<file path="src/rtl/flash_cmd_sequencer.sv">
// flash_cmd_sequencer: turns host read/program/erase/clear commands into
// Intel StrataFlash bus-cycle sequences on the memory controller flash port.
`timescale 1ns/1ps
module flash_cmd_sequencer #(
    parameter int                    POLL_WIDTH = 24,
    parameter logic [POLL_WIDTH-1:0] POLL_LIMIT = 24'd4000000,
    parameter logic [7:0]            POLL_GAP   = 8'd8
) (
    input  logic        clk,
    input  logic        rst_n,
    input  logic        cmd_valid,
    input  logic [1:0]  cmd_op,
    input  logic [22:0] cmd_addr,
    input  logic [15:0] cmd_data,
    output logic        cmd_ready,
    output logic        done,
    output logic [15:0] rdata,
    output logic [7:0]  status,
    output logic        error,
    output logic [22:0] mem_address,
    output logic [15:0] mem_to_mem,
    input  logic [15:0] mem_from_mem,
    output logic        mem_req,
    output logic        mem_wren,
    input  logic        mem_ready
);

    localparam logic [1:0] OP_READ  = 2'b00;
    localparam logic [1:0] OP_PROG  = 2'b01;
    localparam logic [1:0] OP_ERASE = 2'b10;
    localparam logic [1:0] OP_CLEAR = 2'b11;

    typedef enum logic [2:0] {
        S_IDLE,
        S_ARRAY,
        S_READ,
        S_CMD1,
        S_CMD2,
        S_GAP,
        S_POLL,
        S_DONE
    } state_t;

    state_t                state, state_n;
    logic [1:0]            op, op_n;
    logic [22:0]           addr, addr_n;
    logic [15:0]           data, data_n;
    logic                  req_n, wren_n;
    logic [22:0]           maddr_n;
    logic [15:0]           mto_n;
    logic [15:0]           rdata_n;
    logic [7:0]            status_n;
    logic                  error_n;
    logic                  array_mode, array_n;
    logic [POLL_WIDTH-1:0] poll_cnt, poll_n, poll_inc;
    logic [7:0]            gap_cnt, gap_n, gap_inc;
    logic                  rdy;
    logic                  to_done;
    logic                  timeout;

    // A ready pulse only counts once the request cycle itself is over.
    assign rdy       = mem_ready && !mem_req;
    assign poll_inc  = poll_cnt + POLL_WIDTH'(1);
    assign gap_inc   = gap_cnt + 8'd1;
    assign cmd_ready = (state == S_IDLE);
    assign done      = (state == S_DONE);

    always_comb begin
        state_n  = state;
        op_n     = op;
        addr_n   = addr;
        data_n   = data;
        req_n    = 1'b0;
        wren_n   = mem_wren;
        maddr_n  = mem_address;
        mto_n    = mem_to_mem;
        rdata_n  = rdata;
        status_n = status;
        error_n  = error;
        array_n  = array_mode;
        poll_n   = poll_cnt;
        gap_n    = gap_cnt;
        to_done  = 1'b0;
        timeout  = 1'b0;
        unique case (state)
            S_IDLE: begin
                if (cmd_valid) begin
                    op_n    = cmd_op;
                    addr_n  = cmd_addr;
                    data_n  = cmd_data;
                    error_n = 1'b0;
                    poll_n  = '0;
                    req_n   = 1'b1;
                    maddr_n = cmd_addr;
                    if (cmd_op == OP_READ && !array_mode) begin
                        state_n = S_ARRAY;
                        wren_n  = 1'b1;
                        mto_n   = 16'h00FF;
                    end else if (cmd_op == OP_READ) begin
                        state_n = S_READ;
                        wren_n  = 1'b0;
                    end else begin
                        state_n = S_CMD1;
                        wren_n  = 1'b1;
                        case (cmd_op)
                            OP_PROG:  mto_n = 16'h0040;
                            OP_ERASE: mto_n = 16'h0020;
                            default:  mto_n = 16'h0050;
                        endcase
                    end
                end
            end
            S_ARRAY: begin
                if (rdy) begin
                    array_n = 1'b1;
                    state_n = S_READ;
                    req_n   = 1'b1;
                    wren_n  = 1'b0;
                    maddr_n = addr;
                end
            end
            S_READ: begin
                if (rdy) begin
                    rdata_n = mem_from_mem;
                    to_done = 1'b1;
                end
            end
            S_CMD1: begin
                if (rdy) begin
                    array_n = 1'b0;
                    if (op == OP_CLEAR) begin
                        to_done = 1'b1;
                    end else begin
                        state_n = S_CMD2;
                        req_n   = 1'b1;
                        wren_n  = 1'b1;
                        maddr_n = addr;
                        mto_n   = (op == OP_PROG) ? data : 16'h00D0;
                    end
                end
            end
            S_CMD2: begin
                if (rdy) begin
                    state_n = S_GAP;
                    gap_n   = '0;
                end
            end
            S_GAP: begin
                gap_n = gap_inc;
                if (gap_inc == POLL_GAP) begin
                    state_n = S_POLL;
                    gap_n   = '0;
                    req_n   = 1'b1;
                    wren_n  = 1'b0;
                    maddr_n = addr;
                end
            end
            S_POLL: begin
                if (rdy) begin
                    status_n = mem_from_mem[7:0];
                    poll_n   = poll_inc;
                    if (mem_from_mem[7]) begin
                        to_done = 1'b1;
                    end else if (poll_inc == POLL_LIMIT) begin
                        timeout = 1'b1;
                        to_done = 1'b1;
                    end else begin
                        state_n = S_GAP;
                        gap_n   = '0;
                    end
                end
            end
            S_DONE: begin
                state_n = S_IDLE;
            end
            default: begin
                state_n = S_IDLE;
            end
        endcase
        // Error is latched on the way into S_DONE so it is valid with done.
        if (to_done) begin
            state_n = S_DONE;
            error_n = timeout || ((status_n & 8'h3A) != 8'h00);
        end
    end

    always_ff @(posedge clk or negedge rst_n) begin
        if (!rst_n) begin
            state       <= S_IDLE;
            op          <= OP_READ;
            addr        <= '0;
            data        <= '0;
            mem_req     <= 1'b0;
            mem_wren    <= 1'b0;
            mem_address <= '0;
            mem_to_mem  <= '0;
            rdata       <= '0;
            status      <= '0;
            error       <= 1'b0;
            array_mode  <= 1'b0;
            poll_cnt    <= '0;
            gap_cnt     <= '0;
        end else begin
            state       <= state_n;
            op          <= op_n;
            addr        <= addr_n;
            data        <= data_n;
            mem_req     <= req_n;
            mem_wren    <= wren_n;
            mem_address <= maddr_n;
            mem_to_mem  <= mto_n;
            rdata       <= rdata_n;
            status      <= status_n;
            error       <= error_n;
            array_mode  <= array_n;
            poll_cnt    <= poll_n;
            gap_cnt     <= gap_n;
        end
    end

endmodule

</file>
<file path="config.mk">
export PLATFORM = sky130hd
export DESIGN_NAME = flash_cmd_sequencer
export DESIGN_NICKNAME = d
export VERILOG_FILES = /design/src/rtl/flash_cmd_sequencer.sv
export SDC_FILE = /design/constraint.sdc
export NUM_CORES = 1
export LEC_CHECK = 0
export BUFFER_PORTS_ARGS = -buffer_cell sky130_fd_sc_hd__buf_2
export CORE_UTILIZATION = 56
export DETAILED_ROUTE_END_ITERATION = 7
export PLACE_DENSITY = 0.86
export SYNTH_ARGS = -nofsm -noshare
export SYNTH_HDL_FRONTEND = slang
export SYNTH_SLANG_ARGS = --single-unit
</file>
<file path="constraint.sdc">
create_clock -name clk -period 3.2 [get_ports clk]
set_input_delay 0.64 -clock clk [delete_from_list [all_inputs] [get_ports clk]]
set_output_delay 0.64 -clock clk [all_outputs]
set_load 0.05 [all_outputs]
</file>
=== Word level (Yosys, flattened, before mapping) ===
Index checks and enable logic that the tools add are counted.

* Register bits after elaboration: 143
* Bits in latches: 0
* Memory bits (writable): 0
* Bits in read-only memories: 0
* Input bits: 61
* Output and inout port bits: 68
* Word-level logic and storage cells: 141
* Memories: 0

* Add/subtract/negate cells: 2
* Multipliers: 0
* Div/mod/pow operators: 0
* Magnitude comparators: 0
* Eq/ne operators: 32
* Shift-type cells: 0
* Multiplexer cells: 66
* Bitwise operators: 0
* Reduce and logical (&&, ||, !) cells: 26

{| class="wikitable"
|+ Operators with widths
! cell !! count
|-
| 2-to-1 mux 23 bit || 5
|-
| 2-to-1 mux 16 bit || 6
|-
| case mux 23 bit (4 select lines) || 1
|-
| 2-to-1 mux 24 bit || 2
|-
| case mux 24 bit (2 select lines) || 1
|-
| 2-to-1 mux 8 bit || 5
|-
| case mux 16 bit (2 select lines) || 1
|-
| 2-to-1 mux 3 bit || 10
|-
| != test 3 bit (second input constant) || 9
|-
| 2-to-1 mux 1 bit || 25
|-
| adder 24 x 1 -> 24 bit (second input constant) || 1
|-
| == test 24 x 22 -> 1 bit (second input constant) || 1
|-
| case mux 8 bit (3 select lines) || 1
|-
| case mux 3 bit (7 select lines) || 1
|-
| != test 2 bit (second input constant) || 9
|-
| nonzero test 8 bit || 2
|-
| case mux 7 bit (2 select lines) || 1
|-
| == test 3 bit (second input constant) || 4
|-
| 2-to-1 mux 6 bit || 2
|-
| AND reduction 10 bit || 1
|-
| AND reduction 5 bit || 2
|-
| nonzero test 2 bit || 5
|-
| adder 8 x 1 -> 8 bit (second input constant) || 1
|-
| == test 8 x 4 -> 1 bit (second input constant) || 1
|-
| other kinds (19) || 29
|}

=== Logic depth before layout (Yosys ltp) ===
* Depth after elaboration: 8
* Depth in mapped cells: 9
* Mapped depth without buffers: 8

=== Least setup slack after synthesis ===
No wires, ideal clock.

* Kind: reg2reg
* Start: register state[2]
* End: register mem_address[10]
* Library setup time: 0.137 ns
* Data arrival time: 3.046 ns
* Data required time: 3.063 ns
* Setup slack: 0.017 ns
* Stages on the path, launching flop included: 10
* Buffers on the path: 4
* Clock period less this slack: 3.183 ns
* Cells stage by stage: dfrtp_1 -> clkbuf_1 -> nor3_1 -> and2_1 -> clkbuf_1 -> nor2_1 -> o21ai_1 -> clkbuf_1 -> buf_1 -> a21oi_1

* Cells in the longest elaborated chain, start to end: 3
* Elaborated cells between the ends (all ways): 12
* Classes of those cells: eq/ne: 8; mux: 1; reduce/logical: 3

{| class="wikitable"
|+ Ends and longest elaborated chain
! item !! RTL line !! RTL
|-
| start: declaration || 44 || <nowiki>state_t state, state_n;</nowiki>
|-
| start signal: assignment || 204 || <nowiki>state <= state_n;</nowiki>
|-
| zero test 3 bit (*) || - ||
|-
| named net cmd_ready || 15 || <nowiki>output logic cmd_ready,</nowiki>
|-
| nonzero test 4 bit (no line) or != test 2 bit (tied branches) || - ||
|-
| AND reduction 6 bit (no line) || - ||
|-
| end signal: assignment || 210 || <nowiki>mem_address <= maddr_n;</nowiki>
|-
| end: declaration || 20 || <nowiki>output logic [22:0] mem_address,</nowiki>
|}

The timed path passes the listed nets; every way through them passes the cells marked *.
A chain may end at the register's enable or synchronous reset.

=== Final worst setup path ===
* Start: register poll_cnt[0]
* End: register gap_cnt[6]

* Cells in the longest elaborated chain, start to end: 4

{| class="wikitable"
|+ Ends and longest elaborated chain
! item !! RTL line !! RTL
|-
| start: declaration || 55 || <nowiki>logic [POLL_WIDTH-1:0] poll_cnt, poll_n, poll_inc;</nowiki>
|-
| start signal: assignment || 216 || <nowiki>poll_cnt <= poll_n;</nowiki>
|-
| adder 24 x 1 -> 24 bit || 63 || <nowiki>assign poll_inc = poll_cnt + POLL_WIDTH'(1);</nowiki>
|-
| == test 24 x 22 -> 1 bit || 164 || <nowiki>end else if (poll_inc == POLL_LIMIT) begin</nowiki>
|-
| != test 2 bit (no line) || - ||
|-
| AND reduction 5 bit (no line) || - ||
|-
| end signal: assignment || 217 || <nowiki>gap_cnt <= gap_n;</nowiki>
|-
| end: declaration || 56 || <nowiki>logic [7:0] gap_cnt, gap_n, gap_inc;</nowiki>
|}

No other way between the ends.

==> reports/metrics.csv <==
metric;value;unit
status;complete, no violations;
Power Dens Cells;1050;nW/um^2
leakage;3.93;nW
Flop pwr share;0.344;
post-synth top area share;0.521;
post-route setup TNS;0;ps
NetSw;3.89;mW
die width;113;um
Comb power frac;0.429;
IO Port Bufs;128;
Worst Setup End Kind;register;
CTS Root Cell;clkbuf_16;
Die Height;113;um
GR met3 Demand/Resource;0.0568;
first-pass GRT wire length;27.7;mm
DRC;0;
EDFF count, synth;0;
share of cells above drive strength 1;0.231;
Starting Density;0.572;
initial antenna violation count;0;
Routed Wire Length;16.8;mm
row cnt;40;
num ports;129;
ys flop type;dfrtp_1;
Core Area;12000;sq um
Final Skew;8.42;ps
Final min period;2790;ps
Mapped Avg Cell Area;9.12;sq um
Final Max Slew Viols;0;
Synth area leaders;dfrtp_1 (52%), nand2_1 (10%), o21ai_0 (4.1%), mux2i_1 (3.9%), a21oi_1 (3.7%);
sequential share of the synthesized area;0.521;
final hold violation count;0;
unrepaired setup endpoints after global routing;false;
slew margin rel.;0.386;
Peak VDD IR;0.826;mV
vias per cell;5.84;
Mapped Nets;820;
Mapped Area;6870;sq um
CTS tree;yes;
clock share of power;0.227;
vias in the first global route;5739;
Die Area;12700;sq um
First-pass DRT Iterations;5;
largest net degree at the start of global routing;85;
worst skew pair latency;420;ps
final global-route overflow total;0;
DRT antenna net count;0;
1st-iter DRT viols;508;
Most Crowded Layer GR;met2;
CP Launch Type;register;
Syn Inst Count;754;
P_int;4.79;mW
dpl hpwl;11.0;mm
GRT Overall Usage;0.279;
FF+latch count, synth;143;
most frequent cell after synthesis;nand2_1;
clock buffer count from CTS;17;
Setup Fix Bufs, Post-CTS;0;
fin worst setup slack;407;ps
endpoints failing setup;0;
commonest cells in the netlist;nand2_1 (186), dfrtp_1 (143), o21ai_0 (56), nor2_1 (55), a21oi_1 (51);
GPL Wtd Cong;0.877;
Tcrit/Tclk final;0.873;
Switching Share;0.448;
fmax;0.358;GHz
crit-path max FO;7;
Critical Path RT;3540;ps
CTS HTree Levels;4;
fin util;0.687;
vias;6008;
count of clock tree sinks;143;
Clk pin slew, worst setup/hold paths;60;ps
Distinct cells, synth;55;
GRT met1 Usage;0.363;
cell taking the most area after synthesis;dfrtp_1;
Arr. time, crit path;3130;ps
Synth Warn #;0;
Clock Path Buffers;2;
Least-Margin Pin Slew;918;ps
Max-Cap Viols;0;
asr flop ratio synth;1.00;
DP Worst Slack;302;ps
Net count, final;933;
met2 capacity usage during global routing;0.449;
worst min-delay path class;primary input to async pin;
Setup CP Type;register to register;
DR WL/cell;16.3;um
area growth from synthesis to layout;20.0;%
area by class of cell:
type | count | area (sq um)
antenna | 2 | 5.00
clock buffer | 24 | 492
tap | 147 | 184
timing repair buffer | 143 | 759
multi-input combinational | 548 | 3070
fill | 881 | 3760
sequential | 143 | 3580
inverter | 14 | 52.6
clock inverter | 7 | 101
routing by layer:
layer,share of wire,vias to the layer above
met1,0.42,2891
met3,0.055,34
li1,-,2842
met2,0.50,241
met4,0.026,0
met5,0,-
per-stage QoR:
step | hold slack [ps] | total power, mW | cells | cell area (sq um)
4_1_cts | 301 | 8.70 | 1026 | 8240
3_5_place_dp | 461 | 6.69 | 995 | 7640
2_1_floorplan | 344 | 5.74 | 754 | 6870
3_3_place_gp | 453 | 6.56 | 995 | 7640
6_report | 260 | 8.68 | 1028 | 8250
5_1_grt | 343 | 9.14 | 1026 | 8240
state kept, by name, indices dropped and copies added, names as in the netlist:
name         flops
poll_cnt        24
addr            23
mem_address     23
data            16
mem_to_mem      16
rdata           16
gap_cnt          8
status           8
state            3
op               2
array_mode       1
error            1
mem_req          1
mem_wren         1
kinds of logic after synthesis:
| logic type | after synthesis | synth area share |
|---|---|---|
| AND/OR/NAND/NOR | 332 | 0.218 |
| buffers and inverters | 63 | 0.0360 |
| XOR/XNOR | 7 | 0.00892 |
| AO/OA/AOI/OAI | 160 | 0.141 |
| adder cells (fa/ha/maj) | 5 | 0.00910 |
| multiplexers | 44 | 0.0672 |
| flip-flops | 143 | 0.521 |
repair_timing:
| action | CTS | global route |
|---|---|---|
| hold buffers | 0 | 0 |
| gates resized for setup | 0 | 1 |
| setup endpoints to repair | 0 | 7 |
| hold endpoints to repair | 0 | 0 |
cell usage in the layout (no fill, tap or decap), types with 17 or more instances in the layout:
cell and count:
nand2_1 186, dfrtp_1 143, buf_2 127, o21ai_0 56
nor2_1 55, a21oi_1 50, mux2i_1 27, nand3_1 25
mux2_2 17, clkbuf_16 17
path summary, 6_finish.rpt:
path	start	slack (ps)	end	cells after the start
min reg2reg	mem_to_mem[1]$_DFFE_PN0P_	470	mem_to_mem[1]$_DFFE_PN0P_	2
max	poll_cnt[0]$_DFFE_PN0P_	410	gap_cnt[6]$_DFFE_PN0P_	8
min in group clk	cmd_data[12]	410	data[12]$_DFFE_PN0P_	3
max reg2reg	poll_cnt[0]$_DFFE_PN0P_	410	gap_cnt[6]$_DFFE_PN0P_	8
min	rst_n	260	data[8]$_DFFE_PN0P_	1
max in group asynchronous	rst_n	2110	mem_address[6]$_DFFE_PN0P_	2
worst max-delay path, cell delays in order (launching register included):
cell      delay (ps)
dfrtp_1          420
ha_1             280
nand4_1          260
nor4_2           390
mux2i_1          230
nand4b_1         160
nor4_4           540
a31oi_4          210
a31oi_2          210
power by group through the flow:
| stage | Clock [mW] | Combinational (mW) | Sequential [mW] |
|---|---|---|---|
| after floorplan | 0 | 1.60 | 4.13 |
| after global placement | 0 | 3.60 | 2.96 |
| after detailed placement | 0 | 3.70 | 2.99 |
| after CTS | 1.99 | 3.73 | 2.98 |
| after global routing | 2.06 | 4.00 | 3.07 |
| final | 1.97 | 3.72 | 2.99 |
No activity file was read; power rests on OpenSTA's default activity.
